===== src/rtl/sbox_layer_serial.sv =====
// Serial substitution layer: one 6-bit word per cycle goes through an external S-box and is written back in place.
// Optional macro SBOX_LAYER_SB_REG_EN registers sb_y before write-back (adds one RUN cycle).
`timescale 1ns/1ps

module sbox_layer_serial #(
    parameter int NWORDS = 6
) (
    input  logic                  clk,
    input  logic                  rst,
    input  logic                  in_valid,
    output logic                  in_ready,
    input  logic [6*NWORDS-1:0]   in_data,
    output logic                  out_valid,
    input  logic                  out_ready,
    output logic [6*NWORDS-1:0]   out_data,
    output logic [5:0]            sb_x,
    input  logic [5:0]            sb_y,
    output logic                  busy
);

    localparam int CW = $clog2(NWORDS + 1);

`ifdef SBOX_LAYER_SB_REG_EN
    localparam logic [CW-1:0] LAST_CNT = CW'(NWORDS);
`else
    localparam logic [CW-1:0] LAST_CNT = CW'(NWORDS - 1);
`endif

    typedef enum logic [1:0] {
        IDLE,
        RUN,
        DONE
    } state_t;

    state_t        state_q;
    state_t        state_d;
    logic [CW-1:0] cnt_q;
    logic [5:0]    word_q [NWORDS];
    logic [5:0]    word_sel;

`ifdef SBOX_LAYER_SB_REG_EN
    logic [5:0]    sb_y_q;
`endif

    // Loop-compare mux keeps the index width independent of the array size.
    always_comb begin
        word_sel = '0;
        for (int unsigned i = 0; i < NWORDS; i++) begin
            if (cnt_q == CW'(i)) begin
                word_sel = word_q[i];
            end
        end
    end

    always_ff @(posedge clk) begin
        if (rst) begin
            state_q <= IDLE;
        end else begin
            state_q <= state_d;
        end
    end

    always_comb begin
        state_d = state_q;
        case (state_q)
            IDLE:    if (in_valid) state_d = RUN;
            RUN:     if (cnt_q == LAST_CNT) state_d = DONE;
            DONE:    if (out_ready) state_d = IDLE;
            default: state_d = IDLE;
        endcase
    end

    always_comb begin
        in_ready  = 1'b0;
        out_valid = 1'b0;
        busy      = 1'b0;
        sb_x      = '0;
        out_data  = '0;
        case (state_q)
            IDLE: in_ready = 1'b1;
            RUN: begin
                busy = 1'b1;
                sb_x = word_sel;
            end
            DONE: begin
                busy      = 1'b1;
                out_valid = 1'b1;
                for (int unsigned i = 0; i < NWORDS; i++) begin
                    out_data[6*i +: 6] = word_q[i];
                end
            end
            default: ;
        endcase
    end

    always_ff @(posedge clk) begin
        if (rst) begin
            cnt_q <= '0;
            for (int unsigned i = 0; i < NWORDS; i++) begin
                word_q[i] <= '0;
            end
`ifdef SBOX_LAYER_SB_REG_EN
            sb_y_q <= '0;
`endif
        end else begin
            case (state_q)
                IDLE: begin
                    if (in_valid) begin
                        cnt_q <= '0;
                        for (int unsigned i = 0; i < NWORDS; i++) begin
                            word_q[i] <= in_data[6*i +: 6];
                        end
                    end
                end
                RUN: begin
                    cnt_q <= cnt_q + CW'(1);
`ifdef SBOX_LAYER_SB_REG_EN
                    // Write-back trails the S-box drive by one cycle; count 0 has nothing to write.
                    sb_y_q <= sb_y;
                    for (int unsigned i = 0; i < NWORDS; i++) begin
                        if (cnt_q == CW'(i + 1)) begin
                            word_q[i] <= sb_y_q;
                        end
                    end
`else
                    for (int unsigned i = 0; i < NWORDS; i++) begin
                        if (cnt_q == CW'(i)) begin
                            word_q[i] <= sb_y;
                        end
                    end
`endif
                end
                default: ;
            endcase
        end
    end

endmodule


===== config.mk =====
export PLATFORM = sky130hd
export DESIGN_NAME = sbox_layer_serial
export DESIGN_NICKNAME = d
export VERILOG_FILES = /design/src/rtl/sbox_layer_serial.sv
export SDC_FILE = /design/constraint.sdc
export NUM_CORES = 1
export LEC_CHECK = 0
export ABC_CLOCK_PERIOD_IN_PS = 5570
export CAP_MARGIN = 40
export CORE_ASPECT_RATIO = 1.25
export CORE_MARGIN = 4
export CORE_UTILIZATION = 35
export CTS_CLUSTER_SIZE = 28
export DETAILED_ROUTE_END_ITERATION = 10
export HOLD_SLACK_MARGIN = 0.08
export RECOVER_POWER = 25
export SYNTH_ARGS = -nofsm -noshare
export SYNTH_HDL_FRONTEND = slang
export SYNTH_SLANG_ARGS = --single-unit

===== constraint.sdc =====
create_clock -name clk -period 5.57 [get_ports clk]
set_input_delay 1.114 -clock clk [delete_from_list [all_inputs] [get_ports clk]]
set_output_delay 1.114 -clock clk [all_outputs]
set_load 0.01 [all_outputs]

* Yosys cells after proc, flatten, opt, wreduce, memory -nomap -nowiden
Memories as Yosys holds them, arrays and structs flattened.
Index checks and enable logic that the tools add are counted.
** Word-level totals
- Memory bits (writable) :: 36
- Register bits after elaboration :: 5
- Logic and storage cells :: 91
- Output and inout port bits :: 45
- Input port bits :: 46
- Memories kept :: 1
** Operators by class
- Muxes and demuxes :: 59
- Bitwise operators :: 12
- Add/subtract/negate cells :: 1
- Equal/unequal tests :: 10
- Reduce and logical (&&, ||, !) cells :: 6
** Memories
- word_q :: depth 6, width 6, read ports 6, clocked after memory_dff 0, wr ports 6, RTL line 38 : logic [5:0] word_q [NWORDS];
** Operators with widths (number)
- $mux W6 :: 19
- $mux W36 :: 1
- $mux W1 :: 33
- $or A1 B1 Y1 :: 12
- $eq A3 B2 Y1 const B :: 2
- $eq A3 B3 Y1 const B :: 2
- $mux W2 :: 3
- $ne A2 B2 Y1 const B :: 3
- $pmux W2 S3 :: 1
- $pmux W3 S2 :: 1
- $add A3 B1 Y3 const B :: 1
- $eq A3 B1 Y1 const B :: 1
- $logic_not A3 Y1 :: 1
- $mux W3 :: 1
- $reduce_and A3 Y1 :: 1
- $eq A2 B1 Y1 const B :: 1
- $eq A2 B2 Y1 const B :: 1
- $logic_not A2 Y1 :: 1
- $reduce_and A2 Y1 :: 1
- $reduce_bool A2 Y1 :: 1
- $reduce_or A2 Y1 :: 1

* Depth between registers and ports, before layout
- Depth after elaboration :: 8
- Mapped depth :: 9
- Gate-level depth less buffers :: 6

* Least setup slack after synthesis
No wires, ideal clock.
- Kind :: register to output
- From :: register cnt_q[2]
- To :: output sb_x[1]
- Cell stages (with the launch flop) :: 10
- Data required time :: 4.456 ns
- Setup slack :: 2.728 ns
- Buffers on the path :: 3
- Arrival :: 1.728 ns
- Cell sequence :: dfxtp_1 buf_6 inv_1 ha_1 clkbuf_2 or2_2 clkbuf_1 o211ai_1 a32oi_1 nor2b_1
** On the way
- Longest elaborated chain between the ends :: 8
- Elaborated cells on any way between the ends :: 13
- Classes of those cells :: eq/ne: 5; mux: 7; reduce/logical: 1
** Ends and longest elaborated chain
- start, declared :: RTL line 37 : logic [CW-1:0] cnt_q;
- start signal, assigned :: RTL line 116 : cnt_q <= cnt_q + CW'(1);
- $logic_not A3 Y1 :: RTL line 49 : if (cnt_q == CW'(i)) begin
- $mux W6 (5 in series) :: RTL line 49
- $mux W6 * :: RTL line 49
- $mux W6 * :: RTL line 79 : case (state_q)
- end, declared :: RTL line 16 : output logic [5:0] sb_x,
Mark *: on every way between the ends. The rest lies on a longest branch, timed or not.

* Worst setup path in the final report
- From :: register cnt_q[2]
- To :: output sb_x[4]
Same word-level chain as after synthesis.

==> impl_results.md <==
* Synth async-reset ratio at 0%
* WP data arrival at 2.68 ns
* Flop-to-flop setup slack at between 3 and 4 ns
* Post-route ant nets at 0
* Clock period minus worst slack at 3.791 ns
* Clk sink count at between 40 and 50
* Global route overflow at 0
* Setup crit end kind: output pin
* Hold_buf cts at 0
* Die footprint at roughly 0.0089 sq mm
* Number of H-tree levels at 2
* Total global-route track usage at 18.21%
* Postcts setup bufs at 0
* Routed wl met2 at 3928 um
* Hold Crit Class: register to register
* Final Max Tran Viols at 0
* Initial Utilization at 36.72%
* Die Width at 85.22 um
* Area contributors post-synth: edfxtp_1 (41%), and2_1 (9.6%), nand2_1 (8.1%), a22o_1 (6.0%), o21ai_0 (5.0%)
* CTS max path bufs at 2
* Fin Setup TNS at 0 ns
* Yosys top cell by area: edfxtp_1
* Maximum capacitance violations at 0
* RSZ-0062 raised after global routing: false
* CTS clk-pin slew, worst paths at around 0.070 ns
* Skew final at ~0.004 ns
* Post-synth top cells: nand2_1 (56), and2_1 (40), edfxtp_1 (36)
* Number of enable flip-flop cells after synthesis at 36
* M1 WL at ~3400 um
* CP endpoint: sb_x[4]
* Drt via density at between 5 and 6
* Antenna violations before repair at 0
* Max Used Layer: met4
* R2r worst-path depth at 5
* FF+latch count, synth at between 40 and 50
* Mean Syn Cell Area at 9.251 sq um
* First-pass GRT wire length at roughly 13000 um
* Port Buffers at 90
* Cts repair resizes at 0
* Final setup viols at 0
* Place WS at 2.140 ns
* Count leader, synth: nand2_1
* IO Pins at 91
* Layout Area Growth over Synthesis at 40.43%
* Total number of vias at 2368
* Cell area after synthesis at 0.002609 sq mm
* Routed length on met3 at 406 um
* Sequential Area at about 0.0012 sq mm
* CTS Root Buffer Type: clkbuf_8
* Status: finished clean
* Kind of critical path: register to output pin
* Later-pin clock latency in the skew report at 0.28 ns
* Largest net degree at the start of global routing at 23
* DP HPWL at 6446 um
* Total CTS buffers at 5
* Routed len/inst at 17.66 um
* R2R Path End: word_q[1][2]
* Core footprint at 0.007104 sq mm
* Post-synthesis sequential area ratio at 45.28%
* Final net count at 420
* Drt total wl at 8035 um
* Synth cell types at 31
* Placed insts at 447
* Initial drt markers at 182
* Tightest Pin Transition at 0.7288 ns
* N_diodes at 0
* CTS tree: yes
* Gate Count Post-Synth at 282
* Layout cell share with drive strength beyond 1 at under 10%
* CP startpoint: cnt_q[2]
* Slew HR at 50.90%
* Top cell type's share of synthesized area at around two fifths
* # fillers at 675
* Final Hold Fails at 0
* Fmax at 0.2638 GHz
* Reg-to-reg startpoint: state_q[1]
* Main flop type after synthesis: edfxtp_1
* Die Ht at approximately 100 um
* Row Count at 34
* Final RePlAce weighted congestion at around 0.94
* Vias in the first global route at between 2000 and 2500
* Leakage at 1.329 nW
* Tcrit/Tclk final at 68.06%
* Fin cells at about 460
* WP data required at 4.46 ns
* DRC viols at 0
* Critical path peak fanout at 13
* Pwr dens at 326.9 mW/mm^2
* Setup crit start kind: register
* Synth warn at 0
* Area of the multi-input gates at 0.001310 sq mm
* Peak VDD IR at 0.1392 mV
* Setup WS post-layout at 1.779 ns
* First-pass DRT Iterations at 4
* Syn nets at 338
-- worst min path at each step --
stage / startpoint / end / slack (ns) / cells after the start
CTS: cnt_q[0] / cnt_q[0] / 0.51 / 2
detailed placement: cnt_q[0] / cnt_q[0] / 0.50 / 2
global placement: cnt_q[0] / cnt_q[0] / 0.49 / 2
floorplan: cnt_q[0] / cnt_q[0] / 0.47 / 2
finish: cnt_q[0] / cnt_q[0] / 0.51 / 2
global route: cnt_q[0] / cnt_q[0] / 0.55 / 2
-- per-stage QoR --
stage	power (mW)	util (%)	cell area, sq um	hold slack, ns
floorplan	0.7525	-	2609	0.4703
global placement	0.9775	49.93	3547	0.4936
detailed placement	0.9836	50.14	3562	0.4958
CTS	1.213	51.64	3669	0.5057
global route	1.273	51.57	3664	0.5470
finish	1.198	51.57	3664	0.5055
-- critical path, cell delays in order, from the launching register on --
cell and delay (ns):
dfxtp_1 0.57, inv_1 0.09, ha_1 0.31, or2_2 0.37, o211ai_1 0.20, a32oi_1 0.13, nor2b_1 0.17, clkdlybuf4s50_1 0.56
-- area by class of cell --
class / count / area share [%]
Clock buffer: 6 / 1.981
Clock inverter: 2 / 0.9221
Inverter: 10 / 1.025
Multi-Input combinational cell: 215 / 35.76
Sequential cell: 41 / 32.24
Tap cell: 90 / 3.074
Timing Repair Buffer: 91 / 25.00
-- power breakdown --
group | leakage (nW) | total (mW) | internal (mW) | switching [mW]
clock network | 0.0528 | 0.229 | 0.132 | 0.0970
logic | 0.846 | 0.477 | 0.219 | 0.257
registers | 0.430 | 0.492 | 0.437 | 0.0544
-- metal layers --
layer / vias up / GRT usage [%]
li1: 1163 / -
met1: 1097 / 23.82
met2: 88 / 29.44
met3: 20 / 2.694
met4: 0 / 8.371
met5: - / 0
-- registers in the layout, summed over array words and instances, names as in the netlist --
name     count
state_q      2
cnt_q        3
word_q      36
-- layout by cell type (no fill, tap or decap), types with 2 or more instances in the layout --
master / n
a21oi_1: 7
a221oi_1: 2
a22o_1: 18
a32oi_1: 5
and2_0: 3
and2_1: 37
clkbuf_8: 5
clkdlybuf4s50_1: 86
dfxtp_1: 5
dlygate4sd3_1: 4
edfxtp_1: 36
ha_1: 10
inv_1: 10
mux2i_1: 2
nand2_1: 56
nand2b_1: 5
nand3b_1: 2
nor2_1: 9
nor2_2: 2
nor2b_1: 12
nor3_1: 2
o2111ai_1: 4
o211ai_1: 4
o21ai_0: 26
o221a_2: 2
or2_2: 2
-- cells by family after synthesis --
family | share of synthesized area [%]
adders and majority gates | 4.796
AOI/OAI and AO/OA | 18.80
muxes | 0.7674
buffers and inverters | 4.316
DFF | 45.28
and+or+nand+nor | 26.04
Note: power is estimated with default switching activity, not from simulation.
